<file path="src/rtl/debounce_pkg.sv">
// Shared constants for the slide-switch conditioning path.
//   STABLE_CYCLES_SIM   : short filter length used in simulation
//   STABLE_CYCLES_BOARD : 20 ms at 50 MHz for real switches
//   SW_WIDTH            : SW8..SW0
//   SW_ENABLE_BIT       : switch bit that drives the encoder enable
//   SW_CODE_MSB         : top bit of the 8-bit encoder code input
package debounce_pkg;

  localparam int STABLE_CYCLES_SIM   = 16;
  localparam int STABLE_CYCLES_BOARD = 1_000_000;
  localparam int SW_WIDTH            = 9;
  localparam int SW_ENABLE_BIT       = 8;
  localparam int SW_CODE_MSB         = 7;

endpackage

</file>
<file path="src/rtl/sw_debounce_bit.sv">
// Single-bit switch conditioner: 2-flop synchroniser, mismatch counter,
// debounced output flop and registered rise/fall pulses.
// Ports:
//   clk       system clock
//   rst_n     synchronous active-low reset
//   raw       asynchronous switch level
//   level     debounced level
//   rise      one-cycle pulse when level goes 0->1
//   fall      one-cycle pulse when level goes 1->0
//   flip_next high in the cycle before level flips (lets the parent
//             register an aggregate pulse aligned with rise/fall)
module sw_debounce_bit
  import debounce_pkg::*;
#(
  parameter int STABLE_CYCLES = STABLE_CYCLES_SIM
) (
  input  logic clk,
  input  logic rst_n,
  input  logic raw,
  output logic level,
  output logic rise,
  output logic fall,
  output logic flip_next
);

  localparam int CW = $clog2(STABLE_CYCLES);
  localparam logic [CW-1:0] CNT_MAX = CW'(STABLE_CYCLES - 1);

  logic          s1;
  logic          s2;
  logic [CW-1:0] cnt;

  // The count only advances while s2 disagrees with level, so reaching
  // CNT_MAX on a mismatching cycle means STABLE_CYCLES mismatches in a row.
  always_comb begin
    flip_next = (s2 != level) && (cnt == CNT_MAX);
  end

  always_ff @(posedge clk) begin
    if (!rst_n) begin
      s1    <= 1'b0;
      s2    <= 1'b0;
      cnt   <= '0;
      level <= 1'b0;
      rise  <= 1'b0;
      fall  <= 1'b0;
    end else begin
      s1   <= raw;
      s2   <= s1;
      rise <= flip_next & s2;
      fall <= flip_next & ~s2;
      if (s2 == level) begin
        cnt <= '0;
      end else if (flip_next) begin
        level <= s2;
        cnt   <= '0;
      end else begin
        cnt <= cnt + CW'(1);
      end
    end
  end

endmodule

</file>
<file path="src/rtl/sw_debounce.sv">
// Debounces the board slide switches feeding the priority encoder.
// sw_out[7:0] is the encoder code, sw_out[8] the encoder enable.
// Ports:
//   clk      system clock
//   rst_n    synchronous active-low reset
//   sw_in    raw asynchronous switch levels
//   sw_out   debounced, registered switch levels
//   rise     per-bit one-cycle pulse on 0->1 of sw_out
//   fall     per-bit one-cycle pulse on 1->0 of sw_out
//   changed  registered OR of all rise/fall pulses
module sw_debounce
  import debounce_pkg::*;
#(
  parameter int WIDTH         = SW_WIDTH,
  parameter int STABLE_CYCLES = STABLE_CYCLES_SIM
) (
  input  logic             clk,
  input  logic             rst_n,
  input  logic [WIDTH-1:0] sw_in,
  output logic [WIDTH-1:0] sw_out,
  output logic [WIDTH-1:0] rise,
  output logic [WIDTH-1:0] fall,
  output logic             changed
);

  logic [WIDTH-1:0] flip_next;

  for (genvar i = 0; i < WIDTH; i++) begin : g_bit
    sw_debounce_bit #(
      .STABLE_CYCLES(STABLE_CYCLES)
    ) u_bit (
      .clk      (clk),
      .rst_n    (rst_n),
      .raw      (sw_in[i]),
      .level    (sw_out[i]),
      .rise     (rise[i]),
      .fall     (fall[i]),
      .flip_next(flip_next[i])
    );
  end

  // Registered from the per-bit pre-flip strobes so it lands in the same
  // cycle as rise/fall; several bits flipping together give one pulse.
  always_ff @(posedge clk) begin
    if (!rst_n) begin
      changed <= 1'b0;
    end else begin
      changed <= |flip_next;
    end
  end

endmodule

</file>
<file path="config.mk">
export PLATFORM = sky130hd
export DESIGN_NAME = sw_debounce
export DESIGN_NICKNAME = d
export VERILOG_FILES = /design/src/rtl/debounce_pkg.sv /design/src/rtl/sw_debounce_bit.sv /design/src/rtl/sw_debounce.sv
export SDC_FILE = /design/constraint.sdc
export NUM_CORES = 1
export LEC_CHECK = 0
export ABC_AREA = 1
export CORE_ASPECT_RATIO = 0.9
export CORE_MARGIN = 10
export CORE_UTILIZATION = 58
export DETAILED_ROUTE_END_ITERATION = 7
export PLACE_DENSITY = 0.83
export SLEW_MARGIN = 20
export SYNTH_ARGS = -nofsm -noshare
export SYNTH_HDL_FRONTEND = slang
export SYNTH_SLANG_ARGS = --single-unit
</file>
<file path="constraint.sdc">
create_clock -name clk -period 3.05 [get_ports clk]
set_input_delay 0.61 -clock clk [delete_from_list [all_inputs] [get_ports clk]]
set_output_delay 0.61 -clock clk [all_outputs]
set_load 0.02 [all_outputs]
</file>
==> impl_results.rst, run 1 <==
.. list-table::
   :header-rows: 1

   * - Metric
     - Value
   * - First-pass iteration count of the detailed router
     - 4
   * - Number of placed cells counting well taps
     - 442
   * - Fin util
     - 0.6726
   * - Final Wtd Congestion
     - 0.7864
   * - Height of the chip
     - 89.80 um
   * - Standby leakage power
     - 1.523 nW
   * - Cell Chain, Critical Path
     - clkdlybuf4s50_1
   * - Fraction of synthesized area in multiplexers
     - 0
   * - Endpoint kind of the worst setup timing path
     - output pin
   * - Hold slack final
     - 412.4 ps
   * - Prevailing post-synth register cell
     - sky130_fd_sc_hd__dfxtp_1
   * - Post-CTS Setup Bufs
     - 0
   * - Num CTS Buffers
     - 9
   * - Biggest area consumer among synthesized cells
     - sky130_fd_sc_hd__dfxtp_1
   * - Number of diodes
     - 0
   * - Starting DRC count in detailed routing
     - 100
   * - Clock tree sinks
     - 82
   * - Clock Root Buffer
     - sky130_fd_sc_hd__clkbuf_8
   * - Post-synthesis cell area
     - 0.003139 sq mm
   * - Critical path launch point type
     - register
   * - Sequential share of the synthesized area
     - 0.5229
   * - Launch point of the worst path
     - g_bit[8].u_bit.level
   * - WL/cell
     - 10.73 um
   * - Xor/xnor cell area share of the yosys netlist
     - 0.04743
   * - Family of cells with the greatest summed delay on the critical path
     - buffers and inverters
   * - Total negative setup slack
     - 0 ps
   * - Critical path fanouts, max
     - 5
   * - Count of pins over their slew limit
     - 0
   * - Post-detailed-routing wire length
     - 4904 um
   * - Fmax achieved
     - 0.4965 GHz
   * - Slack of the worst reg-to-reg path
     - 1820 ps
   * - Detail Route Antenna Nets
     - 0
   * - Cell with the most instances after synthesis
     - sky130_fd_sc_hd__dfxtp_1
   * - Initial antenna violation count
     - 0
   * - Effective utilization at floorplan
     - 0.5974
   * - Register clock-pin slew on the reported worst setup and hold paths
     - 70 ps
   * - Hold Buf Count CTS
     - 0
   * - Number of I/O pins
     - 39
   * - Post-route non-filler standard cell count
     - 457
   * - Area grow syn2layout
     - 12.59%
   * - Worst path setup slack after routing
     - 1036 ps
   * - Delay of the slowest cell on the worst path
     - 640 ps
   * - Data required time of the critical path
     - 2440 ps
   * - Synth Area in Compound Gates
     - 0.01594
   * - Master of the slowest instance on the critical path
     - sky130_fd_sc_hd__clkdlybuf4s50_1
   * - Startpoint of the lowest-slack register-to-register path
     - g_bit[0].u_bit.cnt[0]
   * - Overall Global Routing Usage
     - 0.1165
   * - Highest signal layer in the routed design
     - met4
   * - Core outline area
     - 0.005255 sq mm
   * - Vias in the first global route
     - 2067
   * - Cell types with the largest area share after synthesis
     - sky130_fd_sc_hd__dfxtp_1, sky130_fd_sc_hd__nand2_1, sky130_fd_sc_hd__buf_4
   * - Post-route fraction of the period consumed by the critical path
     - 0.6604
   * - Slew Limit Headroom
     - 0.7836
   * - Routed wl met3
     - 337 um
   * - Number of max-capacitance violations reported
     - 0
   * - Cell variety after synth
     - 20
   * - Post-synth top area share
     - 0.5229
   * - Setup slack at placement
     - 1127 ps
   * - Syn nets
     - 388
   * - Arithmetic-cell share of the synthesized area counting full adders, half adders and majority gates
     - 0.03587
   * - Simple logic cell fraction of the synthesized area
     - 0.2316
   * - Terminus of the critical flop-to-flop path
     - changed
   * - DRC violation count after routing
     - 0
   * - Syn Inst Count
     - 368
   * - Post-route met1 wirelength
     - 2173 um
   * - Clock skew after layout
     - 3.284 ps
   * - Warning count from the yosys run
     - 0
   * - Finish-stage setup viols
     - 0
   * - Asr flop ratio synth
     - 0
   * - Proportion of layout cells with a drive suffix above 1
     - 0.06923
   * - Unrepaired setup endpoints after global routing
     - no
   * - Combinational family with the most area after synthesis
     - simple AND/OR/NAND/NOR gates
   * - Vias per std cell
     - 4.613
   * - Power density over cell area
     - 515.6 mW/mm^2
   * - Category of the critical setup timing path
     - register to output pin
   * - Net count, final
     - 406
   * - Routed via count
     - 2108
   * - Number of port buffers
     - 38
   * - Shortest clock period the worst path allows after layout
     - 2014 ps
   * - Fill cell instance count of the final layout
     - 425
   * - Final Hold Violating Endpoints
     - 0
   * - Signal arrival time at the worst endpoint
     - 1400 ps
   * - Reg2reg path depth
     - 7
   * - Count of cell instances traversed by the critical path
     - 1
   * - Wire length of the first global-routing pass
     - 8604 um
   * - Largest voltage drop on the vdd net
     - 0.4931 mV
   * - Half-perimeter wire length of the detailed placement result
     - 3584 um
   * - Horiz. Die Dim
     - 97.55 um
   * - WL met2
     - 2321 um
   * - Post-Synthesis Mean Instance Area
     - 8.531 sq um
   * - Maximum buffer depth of the clock tree
     - 2
   * - Worst Tran Pin Value
     - 324.6 ps
   * - Number of enable-type register cells in the synthesized netlist
     - 0
   * - Number of rows in the core area
     - 25
   * - Clock tree from TritonCTS
     - yes
   * - HP Class
     - register to register
   * - Flop and latch count out of synthesis
     - 82
   * - Source-to-sink clock delay at the later pin of the worst-skew pair
     - 340 ps
   * - Run status
     - completed
   * - Total congestion overflow after global routing
     - 0
   * - Worst Path Buf+Inv
     - 1
   * - Post-CTS Resized
     - 0
   * - Capture point of the critical path
     - sw_out[8]
   * - Commonest cells in the netlist
     - sky130_fd_sc_hd__dfxtp_1, sky130_fd_sc_hd__nand2_1, sky130_fd_sc_hd__inv_1, sky130_fd_sc_hd__nor2_1
   * - Maximum number of pins on one net before global-route repair
     - 29
   * - Area enclosed by the die boundary
     - 0.008760 sq mm
   * - H-tree Lvls
     - 3
[state kept, by name, summed over array words and instances (netlist names)]
name               flops
g_bit.u_bit.level      9
g_bit.u_bit.s1         9
g_bit.u_bit.fall       9
changed                1
g_bit.u_bit.s2         9
g_bit.u_bit.cnt       36
g_bit.u_bit.rise       9
[worst min path at each step]
stage          depth (start not counted)  slack (ps)              start                end
5_1_grt                                2         430  g_bit[4].u_bit.s1  g_bit[4].u_bit.s2
4_1_cts                                2         410  g_bit[3].u_bit.s1  g_bit[3].u_bit.s2
6_report                               2         410  g_bit[3].u_bit.s1  g_bit[3].u_bit.s2
2_1_floorplan                          2         390  g_bit[0].u_bit.s1  g_bit[0].u_bit.s2
3_5_place_dp                           2         400  g_bit[4].u_bit.s1  g_bit[4].u_bit.s2
3_3_place_gp                           2         390  g_bit[5].u_bit.s1  g_bit[5].u_bit.s2
[logic make-up (layout without fill, tap and decap cells)]
group                      count (synthesis)  in the layout
buffers and inverters                     88            110
and+or+nand+nor                          162            162
DFF                                       82             82
AOI/OAI and AO/OA                         10             10
xor gates and xnor gates                  17             17
adders and majority gates                  9              9
[report_power, final]
part / switching [mW] / internal (mW)
clock network: 0.348 / 0.332
registers: 0.00753 / 1.08
logic: 0.0289 / 0.0217
[layout by cell type (no fill, tap or decap), drive strengths merged]
cell and n:
dfxtp 82, nand2 69, inv 55, nor2 47, clkdlybuf4s50 38, nand3 34
clkbuf 12, a21oi 10, xor2 9, ha 9, nor3 9, xnor2 8
clkinv 4, nor3b 1, nor4 1, nand4 1, buf 1
[cell type report]
cell class,count,area [sq um],area share
timing repair buffer,39,387.9,0.1097
tap,67,83.83,0.02372
sequential,82,1642,0.4644
clock buffer,12,155.1,0.04389
multi-input combinational,198,1039,0.2938
clock inverter,3,15.01,0.004248
inverter,56,212.7,0.06018
[metal layers]
layer  track usage  up-vias
met5             0        -
met3       0.06197       10
met2        0.1963       37
li1              -     1137
met4       0.04479        0
met1        0.1190      924
[metrics by stage]
stage	total power, mW	cell area, sq um
after detailed placement	1.168	3364
after global placement	1.166	3364
after CTS	1.842	3535
after floorplan	1.151	3139
final	1.822	3535
after global routing	1.897	3535
No activity file was read; power rests on OpenSTA's default activity.
==> run 2, diff against run 1 <==
--- a/config.mk
+++ b/config.mk
@@ -8,9 +8,9 @@
 export ABC_AREA = 1
 export CORE_ASPECT_RATIO = 0.9
 export CORE_MARGIN = 10
-export CORE_UTILIZATION = 58
+export CORE_UTILIZATION = 54
 export DETAILED_ROUTE_END_ITERATION = 7
-export PLACE_DENSITY = 0.83
+export PLACE_DENSITY = 0.78
 export SLEW_MARGIN = 20
 export SYNTH_ARGS = -nofsm -noshare
 export SYNTH_HDL_FRONTEND = slang
==> constraint.sdc (replaced) <==
create_clock -name clk -period 1.9 [get_ports clk]
set_input_delay 0.38 -clock clk [delete_from_list [all_inputs] [get_ports clk]]
set_output_delay 0.38 -clock clk [all_outputs]
set_load 0.02 [all_outputs]
==> impl_results.rst, run 2 (synthesis results as in run 1) <==
.. list-table::
   :header-rows: 1

   * - Metric
     - Value
   * - Wire length of the first global-routing pass
     - 9190 um (+6.8%)
   * - Standby leakage power
     - 1.565 nW (+2.8%)
   * - Vias in the first global route
     - 2181 (+5.5%)
   * - Initial antenna violation count
     - 0 (unchanged)
   * - Fill cell instance count of the final layout
     - 468 (+10%)
   * - Overall Global Routing Usage
     - 0.1216 (+0.005124)
   * - Signal arrival time at the worst endpoint
     - 1420 ps (+20 ps)
   * - Critical path launch point type
     - register
   * - Unrepaired setup endpoints after global routing
     - no
   * - Detail Route Antenna Nets
     - 0 (unchanged)
   * - Number of flip-flops under the largest register name
     - 36 (unchanged)
   * - Top library cells by usage in the layout, fill and taps aside
     - sky130_fd_sc_hd__dfxtp_1, sky130_fd_sc_hd__nand2_1, sky130_fd_sc_hd__inv_1
   * - Largest voltage drop on the vdd net
     - 0.4528 mV (-8.2%)
   * - Number of port buffers
     - 38 (unchanged)
   * - Half-perimeter wire length of the detailed placement result
     - 3752 um (+4.7%)
   * - First-pass iteration count of the detailed router
     - 6 (+2)
   * - Cell Chain, Critical Path
     - clkdlybuf4s50_1
   * - Routed via count
     - 2164 (+2.7%)
   * - Count of pins over their slew limit
     - 0 (unchanged)
   * - Fmax achieved
     - 0.5551 GHz
   * - Final Hold Violating Endpoints
     - 0 (unchanged)
   * - Critical path fanouts, max
     - 5 (unchanged)
   * - Post-route fraction of the period consumed by the critical path
     - 0.9482
   * - Number of max-capacitance violations reported
     - 0 (unchanged)
   * - Category of the critical setup timing path
     - register to output pin
   * - Area enclosed by the die boundary
     - 0.009268 sq mm (+5.8%)
   * - Register clock-pin slew on the reported worst setup and hold paths
     - 80 ps (about the same)
   * - Num CTS Buffers
     - 9 (unchanged)
   * - Area grow syn2layout
     - 16.14%
   * - Horiz. Die Dim
     - 100.4 um (+2.9%)
   * - HP Class
     - register to register
   * - Source-to-sink clock delay at the later pin of the worst-skew pair
     - 350 ps (about the same)
   * - Effective utilization at floorplan
     - 0.5546 (-0.04278)
   * - Slew Limit Headroom
     - 0.8018 (+0.01825)
   * - Most frequent standard cell in the layout excluding fill and tap cells
     - sky130_fd_sc_hd__dfxtp_1
   * - Number of I/O pins
     - 39 (unchanged)
   * - Family of cells with the greatest summed delay on the critical path
     - buffers and inverters
   * - Clock Root Buffer
     - sky130_fd_sc_hd__clkbuf_8
   * - Post-CTS Resized
     - 0 (unchanged)
   * - Total congestion overflow after global routing
     - 0 (unchanged)
   * - Number of diodes
     - 0 (unchanged)
   * - Clock skew after layout
     - 6.399 ps (+3.115 ps)
   * - Number of rows in the core area
     - 26 (+4.0%)
   * - Register name with the most flops
     - g_bit.u_bit.cnt
   * - Vias per std cell
     - 4.694 (+1.8%)
   * - Core outline area
     - 0.005660 sq mm (+7.7%)
   * - Worst Path Buf+Inv
     - 1 (unchanged)
   * - Endpoint kind of the worst setup timing path
     - output pin
   * - Net count, final
     - 406 (unchanged)
   * - WL/cell
     - 11.21 um (+4.4%)
   * - Final Wtd Congestion
     - 0.7292 (-7.3%)
   * - DRC violation count after routing
     - 0 (unchanged)
   * - Master of the slowest instance on the critical path
     - sky130_fd_sc_hd__clkdlybuf4s50_1
   * - Run status
     - completed
   * - Height of the chip
     - 92.34 um (+2.8%)
   * - H-tree Lvls
     - 3 (unchanged)
   * - Hold Buf Count CTS
     - 0 (unchanged)
   * - Shortest clock period the worst path allows after layout
     - 1802 ps
   * - Clock tree from TritonCTS
     - yes
   * - Maximum buffer depth of the clock tree
     - 2 (unchanged)
   * - Finish-stage setup viols
     - 0 (unchanged)
   * - Launch point of the worst path
     - g_bit[8].u_bit.level
   * - Power density over cell area
     - 946.4 mW/mm^2 (+84%)
   * - Maximum number of pins on one net before global-route repair
     - 29 (unchanged)
   * - Worst Tran Pin Value
     - 297.2 ps (-27.37 ps)
   * - Startpoint of the lowest-slack register-to-register path
     - g_bit[2].u_bit.cnt[0]
   * - Data required time of the critical path
     - 1520 ps (-920 ps)
   * - HP Start
     - g_bit[6].u_bit.s1
   * - Post-CTS Setup Bufs
     - 0 (unchanged)
   * - Delay of the slowest cell on the worst path
     - 640 ps (about the same)
   * - Post-detailed-routing wire length
     - 5166 um (+5.3%)
   * - Clock tree sinks
     - 82 (unchanged)
   * - Fin util
     - 0.6441 (-0.02850)
   * - Starting DRC count in detailed routing
     - 67 (-33%)
   * - Total negative setup slack
     - 0 ps (unchanged)
   * - Proportion of layout cells with a drive suffix above 1
     - 0.07417 (+0.004938)
-- run 2: metal layers --
metal | vias to the layer above | track usage | share of wire
met5 | - | 0 | 0
met2 | 36 | 0.2045 | 0.49
met3 | 10 | 0.04086 | 0.055
met1 | 983 | 0.1280 | 0.43
li1 | 1135 | - | -
met4 | 0 | 0.07647 | 0.021
-- run 2: final timing paths --
kind                                          end  slack (ps)  depth (start not counted)
worst max register to register            changed         630                          7
worst min register to register  g_bit[6].u_bit.s2         410                          2
worst min-delay path            g_bit[6].u_bit.s2         410                          2
worst max-delay path                    sw_out[8]         100                          1
-- run 2: metrics by stage --
step / cell area [sq um] / setup WS, ps / power, mW / hold WS [ps] / cells
after CTS: 3646 / 93.94 / 3.489 / 416.0 / 461
final: 3646 / 98.36 / 3.451 / 413.1 / 461
after detailed placement: 3381 / 327.8 / 1.879 / 398.2 / 445
after floorplan: 3139 / 833.4 / 1.847 / 390.5 / 368
after global placement: 3381 / 363.4 / 1.876 / 391.2 / 445
after global routing: 3646 / 37.35 / 3.580 / 422.6 / 461
-- run 2: where the power goes --
part	switching [mW]	internal (mW)
Sequential	0.0125	1.74
Combinational	0.0475	0.0377
Clock	0.608	1.00
Total	0.667	2.78
-- run 2: final cells by class --
type / count / area [sq um] / share of cell area
multi-input combinational: 198 / 1039 / 0.2848
clock buffer: 9 / 123.9 / 0.03397
inverter: 56 / 212.7 / 0.05834
timing repair buffer: 39 / 400.4 / 0.1098
tap: 70 / 87.58 / 0.02402
clock inverter: 7 / 141.4 / 0.03878
sequential: 82 / 1642 / 0.4502
